## src/rtl/vote_input_conditioner.sv

```systemverilog
// Conditions four raw voter buttons into clean one-hot vote pulses:
// synchronize, debounce, one vote per press with release lockout, saturating tally.
module vote_input_conditioner #(
    parameter int unsigned DEBOUNCE_CYCLES = 4,
    parameter int unsigned LOCKOUT_CYCLES  = 2,
    parameter int unsigned COUNT_W         = 8
) (
    input  logic               clk,
    input  logic               RESET,
    input  logic [3:0]         btn,
    output logic [3:0]         vote_inp,
    output logic               vote_strobe,
    output logic               multi_press,
    output logic               busy,
    output logic [COUNT_W-1:0] vote_count
);

    localparam int unsigned CNT_W  = (DEBOUNCE_CYCLES <= 2) ? 1 : $clog2(DEBOUNCE_CYCLES);
    localparam int unsigned LCNT_W = (LOCKOUT_CYCLES <= 2) ? 1 : $clog2(LOCKOUT_CYCLES);
    localparam logic [CNT_W-1:0]  CNT_LAST  = CNT_W'(DEBOUNCE_CYCLES - 1);
    localparam logic [LCNT_W-1:0] LCNT_LAST = LCNT_W'(LOCKOUT_CYCLES - 1);

    typedef enum logic [1:0] {
        IDLE,
        DEBOUNCE,
        EMIT,
        WAIT_RELEASE
    } state_t;

    state_t             state;
    logic [3:0]         sync_1;
    logic [3:0]         btn_s;
    logic [3:0]         cand;
    logic [CNT_W-1:0]   cnt;
    logic [LCNT_W-1:0]  lcnt;
    logic               cand_onehot;

    // Two-flop synchronizer; everything downstream looks only at btn_s.
    always_ff @(posedge clk or posedge RESET) begin
        if (RESET) begin
            sync_1 <= 4'b0000;
            btn_s  <= 4'b0000;
        end else begin
            sync_1 <= btn;
            btn_s  <= sync_1;
        end
    end

    assign cand_onehot = (cand != 4'b0000) && ((cand & (cand - 4'd1)) == 4'b0000);

    // Vote outputs are loaded on the DEBOUNCE->EMIT edge so they are valid during EMIT.
    always_ff @(posedge clk or posedge RESET) begin
        if (RESET) begin
            state       <= IDLE;
            cand        <= 4'b0000;
            cnt         <= '0;
            lcnt        <= '0;
            vote_inp    <= 4'b0000;
            vote_strobe <= 1'b0;
            multi_press <= 1'b0;
            busy        <= 1'b0;
            vote_count  <= '0;
        end else begin
            vote_inp    <= 4'b0000;
            vote_strobe <= 1'b0;
            multi_press <= 1'b0;
            case (state)
                IDLE: begin
                    if (btn_s != 4'b0000) begin
                        cand  <= btn_s;
                        cnt   <= CNT_W'(1);
                        state <= DEBOUNCE;
                        busy  <= 1'b1;
                    end
                end
                DEBOUNCE: begin
                    if (btn_s == 4'b0000) begin
                        state <= IDLE;
                        busy  <= 1'b0;
                    end else if (btn_s != cand) begin
                        cand <= btn_s;
                        cnt  <= CNT_W'(1);
                    end else if (cnt == CNT_LAST) begin
                        state <= EMIT;
                        lcnt  <= '0;
                        if (cand_onehot) begin
                            vote_inp    <= cand;
                            vote_strobe <= 1'b1;
                            if (vote_count != {COUNT_W{1'b1}})
                                vote_count <= vote_count + COUNT_W'(1);
                        end else begin
                            multi_press <= 1'b1;
                        end
                    end else begin
                        cnt <= cnt + CNT_W'(1);
                    end
                end
                EMIT: begin
                    state <= WAIT_RELEASE;
                    lcnt  <= '0;
                end
                WAIT_RELEASE: begin
                    // Any activity restarts the release window; held buttons never re-vote.
                    if (btn_s != 4'b0000) begin
                        lcnt <= '0;
                    end else if (lcnt == LCNT_LAST) begin
                        state <= IDLE;
                        busy  <= 1'b0;
                    end else begin
                        lcnt <= lcnt + LCNT_W'(1);
                    end
                end
                default: begin
                    state <= IDLE;
                    busy  <= 1'b0;
                end
            endcase
        end
    end

endmodule

```

## config.mk

```make
export PLATFORM = sky130hd
export DESIGN_NAME = vote_input_conditioner
export DESIGN_NICKNAME = d
export VERILOG_FILES = /design/src/rtl/vote_input_conditioner.sv
export SDC_FILE = /design/constraint.sdc
export NUM_CORES = 1
export LEC_CHECK = 0
export CAP_MARGIN = 20
export CELL_PAD_IN_SITES_DETAIL_PLACEMENT = 1
export CELL_PAD_IN_SITES_GLOBAL_PLACEMENT = 2
export CORE_ASPECT_RATIO = 1.5
export CORE_MARGIN = 1
export CORE_UTILIZATION = 35
export CTS_CLUSTER_SIZE = 24
export DETAILED_ROUTE_END_ITERATION = 8
export DONT_BUFFER_PORTS = 1
export MAX_ROUTING_LAYER = met4
export PLACE_DENSITY = 0.79
export SLEW_MARGIN = 5
export SYNTH_ARGS = -nofsm -noshare
export SYNTH_HDL_FRONTEND = slang
export SYNTH_SLANG_ARGS = --single-unit
```

## constraint.sdc

```tcl
create_clock -name clk -period 1.7 [get_ports clk]
set_input_delay 0.34 -clock clk [delete_from_list [all_inputs] [get_ports clk]]
set_output_delay 0.34 -clock clk [all_outputs]
set_load 0.03 [all_outputs]
```

-- After elaboration in Yosys (flattened, before gate mapping)
Cells that the tools add are included.
- $add $sub $neg: 4
- eq/ne operators: 17
- multiplexer cells: 41
- bitwise operators: 3
- reductions and logical operators: 15
- operator list (operator ; count):
    2-to-1 mux 4 bit ; 8
    2-to-1 mux 1 bit ; 19
    2-to-1 mux 2 bit ; 9
    inequality test 2 bit (second input constant) ; 8
    AND reduction 4 bit ; 3
    AND reduction 5 bit ; 2
    inequality test 3 bit (second input constant) ; 3
    adder 8 x 1 -> 8 bit (second input constant) ; 1
    logical NOT 4 bit ; 2
    inequality test 8 bit (second input constant) ; 1
    case mux 2 bit (4 select lines) ; 1
    case mux 4 bit (2 select lines) ; 1
    nonzero test 4 bit ; 2
    equality test 2 bit (second input constant) ; 3
    case mux 1 bit (3 select lines) ; 2
    AND reduction 6 bit ; 1
    nonzero test 3 bit ; 2
    AND 4 bit ; 1
    inequality test 4 bit ; 1
    case mux 2 bit (2 select lines) ; 1
    subtractor 4 x 1 -> 4 bit (second input constant) ; 1
    adder 2 x 1 -> 2 bit (second input constant) ; 1
    equality test 2 x 1 -> 1 bit (second input constant) ; 1
    logical NOT 2 bit ; 1
    other kinds (4) ; 5
- flip-flop bits (word level): 32
- bits of input ports: 6
- output and inout bits: 15
- word-level logic and storage cells: 91

-- Longest topological paths before layout
Gate-level depths: netlist (run 1).
- word-level depth: 9
- mapped depth: 6
- mapped depth without buffers: 6

-- Least setup slack after synthesis (run 1)
Ideal clock, no wire load.
- kind: register to register
- from: reg cand[2]
- to: reg vote_count[7]
- library setup time: 0.125 ns
- arrival: 1.695 ns
- slack: -0.120 ns
- stages on the path, launching flop included: 6
- buffers on the path: 0
- clock period less this slack: 1.820 ns
- cell sequence: dfrtp_1 > xor2_1 > a211oi_1 > nor4_4 > nand4_2 > mux2_4
- longest elaborated chain between the ends: 5
- elaborated cells on any way between the ends: 8
- those cells by class: add/sub: 1; eq/ne: 1; bitwise: 2; reduce/logical: 4
- RTL lines (element ; RTL line ; source):
    from (decl) ; 33 ; logic [3:0] cand;
    from (signal assigned) ; 70 ; cand <= btn_s;
    from (signal assigned) ; 81 ; cand <= btn_s;
    subtractor 4 x 1 -> 4 bit ; 49 ; assign cand_onehot = (cand != 4'b0000) && ((cand & (cand - 4'd1)) == 4'b0000);
    AND 4 bit ; 49 ;
    logical NOT 4 bit ; 49 ;
    logical AND 1 bit ; 49 ;
    AND reduction 6 bit (no line) * ; n/a ;
    to (signal assigned) ; 90 ; vote_count <= vote_count + COUNT_W'(1);
    to (decl) ; 15 ; output logic [COUNT_W-1:0] vote_count
Mark *: on every way between the ends. The rest lies on a longest branch, timed or not.
A chain may end at the register's enable or synchronous reset.

-- Worst setup path in the final report (run 1)
- from: reg cand[2]
- to: reg vote_count[1]
Same word-level chain as after synthesis.

==> summary.txt, run 1 <==
Setup path
  – CP Cell Sequence: xnor2_2 > nand3_4 > nor4_4 > buf_6 > mux2_4
  – Crit start category: flip-flop
  – Crit Path Class: flip-flop to flip-flop
  – Max stage delay on crit path: 0.49 ns
  – Req. time, crit path: between 1.5 and 2 ns
  – WP buf/inv: 1
  – Largest delay share family, worst path: flip-flops
  – Worst-path fanout max: 6
  – Crit path DAT: roughly 2.0 ns
  – Crit. End Element: flip-flop
  – CP max stage cell: dfrtp_2

Power and ir drop
  – Pwr Density: approximately 1200 nW/um^2
  – Clock power frac: 23.8%
  – Register share of total power: a little under half
  – LEAKAGE: just under 0.0009 uW
  – Switching power: between 800 and 900 uW
  – Comb power frac: 30.4%
  – Internal: 1480 uW
  – Max VDD drop: between 0.7 and 0.8 mV
  – Net Sw Frac: between 30% and 40%

Global routing
  – Vias in the first global route: 1112
  – Global-route wire length before repair: 5090 um
  – Gr ovfl total: 0
  – Initial antenna violation count: 0
  – Largest net degree at the start of global routing: 33
  – All-Layer GR Usage: approximately 18%

Timing
  – Tightest Pin Transition: roughly 0.57 ns
  – RSZ-0062 raised after global routing: yes
  – Fmax achieved: roughly 0.54 GHz
  – Final hold vios: 0
  – Setup violators final: 15
  – Worst slew margin: between 60% and 70%
  – Final Skew: about 0.0099 ns
  – Tmin final: approximately 1.8 ns
  – Setup TNS Final: -1.02 ns
  – Ratio of final minimum period to clock period: 108%
  – Final-report max-slew violation count: 0
  – Final worst setup slack: -0.138 ns

Synth
  – Synthesis Warnings: 0
  – Mean Syn Cell Area: approximately 13 sq um
  – Synth top area share: between 50% and 60%
  – Cells after Synth: between 100 and 150
  – Sequential share of the synthesized area: slightly below 60%
  – Distinct cells, synth: 29
  – Cell taking the most area after synthesis: dfrtp_1
  – Flops & latches, synth: 32
  – Post-Syn Area: 1340 sq um
  – Top_reg_cell synth: dfrtp_1
  – Post-synth EDFFs: 0
  – Async SR Flop Fraction: between 90% and 100%
  – Syn_nets: between 100 and 150
  – Synth area leaders: dfrtp_1 (60%), xnor2_1 (5.2%), mux2_2 (4.2%)

Layout
  – Fin util: 51.5%
  – Layout cells sized above 1: 53.8%
  – Final Non-Filler Cells: roughly 190
  – Area grow syn2layout: 41.3%
  – Nets: 153
  – Number of diodes: 0

Routing
  – Remaining DRCs: 0
  – WL final: around 3500 um
  – Wire per inst: about 18 um
  – Via count: roughly 1000
  – DR iter-0 viols: 15
  – Avg Vias per Cell: between 5 and 6
  – Antenna-violating nets left: 0
  – First drt pass iteration count: 3

Clocking
  – CTS Hold Bufs: 0
  – TritonCTS Buffers: 5
  – CTS sink cnt: 32
  – CTS Root Cell: clkbuf_8
  – H-tree lvl count: 2
  – Clk buf depth: 2
  – CTS tree: done
  – Worst skew pair latency: around 0.28 ns
  – Clk slew on worst S/H paths: roughly 0.070 ns

Flow run
  – Max-Cap Viols: 0

Floorplanning
  – Die W: ~53 um
  – Initial core utilization: roughly 36%
  – Row cnt: 27
  – Die height: a little under 80 um
  – I/O Pins: 21
  – Die area: ~4100 sq um
  – CORE AREA: 3680 sq um

Place
  – DP HPWL: around 2100 um
  – Cell total after placement: ~170
  – Routability cong.: between 0.7 and 0.8
  – Worst slack, placed: -0.187 ns
  – IO buf count: 0

Status
  – Outcome: finished, violations left
  – Failing checks: negative setup slack

Hold path
  – Hold Crit Class: input pin to asynchronous set/reset pin
[cell usage in the layout (no fill, tap or decap)]
cell	netlist	layout
clkinv_2	0	1
nand4_2	1	1
or4_4	0	1
nor2b_1	1	1
nor2_2	0	1
a21oi_2	0	2
ha_1	2	1
a211oi_4	0	1
o21ai_0	5	5
and3_2	1	1
a22oi_1	1	1
dfrtp_1	32	25
nor2_4	0	1
buf_6	0	2
o211ai_1	1	1
nand3_1	4	3
nor4b_4	0	2
xnor2_1	8	5
inv_1	2	2
a32o_1	1	1
a31oi_1	2	2
nor2_1	8	6
nand2_4	0	3
nand4_1	4	4
nand2_1	8	6
dfrtp_2	0	7
nor4_1	1	1
nand3_4	1	2
and2_2	4	4
mux2_2	5	5
ha_4	0	1
mux2_4	1	2
nor4_4	2	2
xnor2_4	0	1
buf_4	0	30
clkbuf_8	0	5
xor2_1	2	2
clkbuf_1	0	1
buf_12	0	1
xnor2_2	0	2
[metal layers]
metal  global-route usage (%)  part of all wire [%]  up-vias
met2                     29.7                    59       28
met1                     17.7                    35      511
met3                     3.92                   3.1       12
met4                     13.2                   2.9        0
li1                         -                     -      457
met5                        -                     0        -
[power groups by stage]
stage	registers, uW	logic [uW]	clock network, uW
finish	1050	696	544
detailed placement	1020	519	0
global route	1060	745	592
global placement	1010	497	0
CTS	1030	581	560
floorplan	992	342	0
[area by class of cell]
cell class              count  area (sq um)
fillers                   387          1790
flip-flops and latches     32           810
multi-input cells          71           681
repair buffers             33           268
clock buffers               6          72.6
well taps                  43          53.8
inverters                   2          7.51
clock inverters             1          5.00
[metrics by stage]
step,hold slack [ns],power (uW),area [sq um]
after floorplan,0.331,1330,1380
after global placement,0.333,1500,1600
after detailed placement,0.337,1540,1600
after CTS,0.0340,2170,1790
after global routing,0.0551,2400,1900
final,0.0311,2290,1900
[path summary, 6_finish.rpt]
kind,end,cells after the start,startpoint,slack [ns]
max,vote_count[1],5,cand[2],-0.14
min,btn_s[1],2,RESET,0.03
max reg2reg,vote_count[1],5,cand[2],-0.14
min reg2reg,btn_s[1],0,sync_1[1],0.34
max in group asynchronous,btn_s[3],2,RESET,1.35
min in group clk,sync_1[3],0,btn[3],0.09
[timing repair]
item | in CTS | in global routing
buffers inserted | 5 | 5
pin swaps | 12 | 8
endpoints found under the setup margin | 16 | 21
gates resized for setup | 18 | 10
[sequential cells by signal (all words and copies together) (netlist names), 2 cells and up, named ones only]
register / cells
vote_inp: 4
btn_s: 4
sync_1: 4
vote_count: 8
cnt: 2
cand: 4
[synthesized netlist by cell type, types with 2 or more instances]
master,n
a21oi_1,2
a31oi_1,2
and2_2,4
dfrtp_1,32
ha_1,2
inv_1,2
mux2_2,5
nand2_1,8
nand3_1,4
nand4_1,4
nor2_1,8
nor4_4,2
nor4b_1,2
o21ai_0,5
xnor2_1,8
xor2_1,2
[kinds of logic (layout without fill, tap and decap cells)]
| family | count (synthesis) | in the layout | share of synthesized area, % |
|---|---|---|---|
| AOI/OAI and AO/OA | 13 | 13 | 5.96 |
| and+or+nand+nor | 39 | 39 | 19.3 |
| muxes | 7 | 7 | 6.15 |
| adders and majority gates | 2 | 2 | 1.86 |
| buffers and inverters | 2 | 42 | 0.559 |
| DFF | 32 | 32 | 59.6 |
| xor gates and xnor gates | 10 | 10 | 6.52 |
Note: power is estimated with default switching activity, not from simulation.
==> run 2: changes to the inputs <==
--- a/config.mk
+++ b/config.mk
@@ -11,6 +11,7 @@
 export CORE_ASPECT_RATIO = 1.5
 export CORE_MARGIN = 1
 export CORE_UTILIZATION = 35
+export CTS_BUF_LIST = sky130_fd_sc_hd__clkbuf_16
 export CTS_CLUSTER_SIZE = 24
 export DETAILED_ROUTE_END_ITERATION = 8
 export DONT_BUFFER_PORTS = 1
==> run 2 against run 1 <==
Effect of this change: the flow still finishes with violations (negative setup slack); non-clock buffer count down 4; register-to-register slack about the same; sequential power is essentially flat; count of clock-buffer cells in the layout decreased by 1; cell count shrank 2.1%; sequential share of layout area grew 0.56 points; flip-flop and latch count unchanged; die area did not move; critical path type unchanged; largest power group unchanged.
==> summary.txt, run 2 (synthesized netlist as in run 1, its figures left out) <==
Timing
  – Tightest Pin Transition: 0.440 ns (-0.128 ns)
  – Worst slew margin: 70.4% (+8.6 points)
  – Final hold vios: 0 (unchanged)
  – Tmin final: 1.83 ns (-0.00799 ns)
  – RSZ-0062 raised after global routing: yes
  – Setup violators final: 8 (-7)
  – Final worst setup slack: -0.130 ns (+0.00799 ns)
  – Fmax achieved: 0.546 GHz (+0.44%)
  – Final-report max-slew violation count: 0 (unchanged)
  – Setup TNS Final: -0.544 ns (+0.472 ns)
  – Final Skew: 0.00522 ns (-0.00472 ns)
  – Ratio of final minimum period to clock period: 108% (-0.47 points)

Place
  – IO buf count: 0 (unchanged)
  – DP HPWL: 2140 um (unchanged)
  – DP Area: 1600 sq um (unchanged)
  – Routability cong.: 0.745 (unchanged)
  – Cell total after placement: 171 (unchanged)

Global routing
  – Gr ovfl total: 0 (unchanged)
  – Initial antenna violation count: 0 (unchanged)
  – Largest net degree at the start of global routing: 33 (unchanged)
  – Vias in the first global route: 1122 (+0.90%)
  – All-Layer GR Usage: 17.6% (-0.38 points)
  – Global-route wire length before repair: 4970 um (-2.3%)

Setup path
  – WP buf/inv: 1 (unchanged)
  – Crit path DAT: 1.98 ns (-0.03 ns)
  – Crit Path Class: flip-flop to flip-flop
  – CP Cell Sequence: xnor2_2 > nand3_4 > nor4_4 > buf_4 > mux2_4
  – Req. time, crit path: 1.85 ns (-0.02 ns)
  – R2R depth: 5 (unchanged)
  – CP max stage cell: dfrtp_2
  – Crit start category: flip-flop
  – R2R Path End: vote_count[1]
  – Max stage delay on crit path: 0.48 ns (about the same)
  – Worst-path fanout max: 6 (unchanged)
  – Worst reg2reg path startpoint: cand[2]
  – Largest delay share family, worst path: flip-flops
  – Crit. End Element: flip-flop
  – Setup slack, reg-to-reg: -0.13 ns (about the same)

Clocking
  – CTS sink cnt: 32 (unchanged)
  – CTS Hold Bufs: 0 (unchanged)
  – Clk buf depth: 2 (unchanged)
  – CTS tree: done
  – Clk slew on worst S/H paths: 0.05 ns (-0.02 ns)
  – TritonCTS Buffers: 5 (unchanged)
  – H-tree lvl count: 2 (unchanged)
  – Worst skew pair latency: 0.28 ns (about the same)
  – CTS Root Cell: clkbuf_16

Floorplanning
  – Die area: 4090 sq um (unchanged)
  – Initial core utilization: 36.5% (unchanged)
  – Die height: 77.9 um (unchanged)
  – CORE AREA: 3680 sq um (unchanged)
  – Die W: 52.6 um (unchanged)
  – I/O Pins: 21 (unchanged)
  – Row cnt: 27 (unchanged)

Power and ir drop
  – Pwr Density: 1330 nW/um^2 (+11%)
  – Max VDD drop: 1.15 mV (+62%)
  – LEAKAGE: 0.000841 uW (-3.5%)

Status
  – Outcome: finished, violations left
  – Failing checks: negative setup slack

Layout
  – Layout cells sized above 1: 50.4% (-3.4 points)
  – Max reg flops: 8 (unchanged)
  – Final Non-Filler Cells: 184 (-2.1%)
  – Design Area, Final: 1870 sq um (-1.5%)
  – Commonest non-fill, non-tap cell in the layout: buf_4
  – Top reg by flops: vote_count
  – Nets: 149 (-2.6%)
  – Area grow syn2layout: 39.2%
  – Number of diodes: 0 (unchanged)
  – Commonest cells after routing, fill and taps aside: buf_4 (29), dfrtp_1 (26), nand2_1 (7), nor2_1 (6), dfrtp_2 (6)

Flow run
  – Max-Cap Viols: 0 (unchanged)

Routing
  – WL final: 3100 um (-11%)
  – Remaining DRCs: 0 (unchanged)
  – Via count: 966 (-4.2%)
  – DR iter-0 viols: 13 (-2)
  – Avg Vias per Cell: 5.25 (-2.1%)
  – Wire per inst: 16.9 um (-8.6%)
  – First drt pass iteration count: 3 (unchanged)
  – Antenna-violating nets left: 0 (unchanged)

Hold path
  – Hold Crit Class: input pin to asynchronous set/reset pin
-- run 2: final cells by class --
| type | count | area, sq um |
|---|---|---|
| Clock buffer | 5 | 125 |
| Clock inverter | 2 | 8.76 |
| Fill cell | 394 | 1810 |
| Inverter | 2 | 7.51 |
| Multi-Input combinational cell | 71 | 648 |
| Sequential cell | 32 | 808 |
| Tap cell | 43 | 53.8 |
| Timing Repair Buffer | 29 | 218 |
-- run 2: stage by stage --
step / utilization, % / worst slack [ns] / hold WS [ns] / power, uW
2_1_floorplan: - / -0.105 / 0.331 / 1330
3_3_place_gp: 43.5 / -0.0952 / 0.333 / 1500
3_5_place_dp: 43.5 / -0.187 / 0.337 / 1540
4_1_cts: 49.3 / -0.111 / 0.0499 / 2440
5_1_grt: 50.8 / -0.186 / 0.0739 / 2610
6_report: 50.8 / -0.130 / 0.0409 / 2490
-- run 2: timing repair --
| item | CTS | global route |
|---|---|---|
| pin swaps | 9 | 3 |
| cloned | 0 | 0 |
| setup endpoints to repair | 15 | 14 |
| resized for setup | 12 | 8 |
| buffers inserted | 4 | 3 |
-- run 2: power breakdown --
group | total, uW | internal (uW) | switching, uW | leakage, uW
sequential | 1040 | 862 | 176 | 0.000399
combinational | 645 | 322 | 323 | 0.000371
clock | 811 | 523 | 288 | 0.0000709
total | 2490 | 1710 | 787 | 0.000841
-- run 2: how the worst max path moves through the flow --
| stage | start | depth (start not counted) | endpoint |
|---|---|---|---|
| finish | cand[2] | 5 | vote_count[1] |
| global route | cand[2] | 5 | vote_count[1] |
| CTS | cand[3] | 5 | vote_count[7] |
| detailed placement | cand[3] | 4 | vote_count[1] |
| global placement | cand[1] | 4 | vote_count[1] |
| floorplan | cand[2] | 5 | vote_count[7] |
-- run 2: per-layer routing --
layer / global-route usage [%] / part of all wire [%] / vias up
met3: 4.90 / 3.6 / 12
li1: - / - / 447
met5: - / 0 / -
met4: 10.3 / 2.6 / 0
met1: 17.1 / 34 / 481
met2: 29.9 / 60 / 26
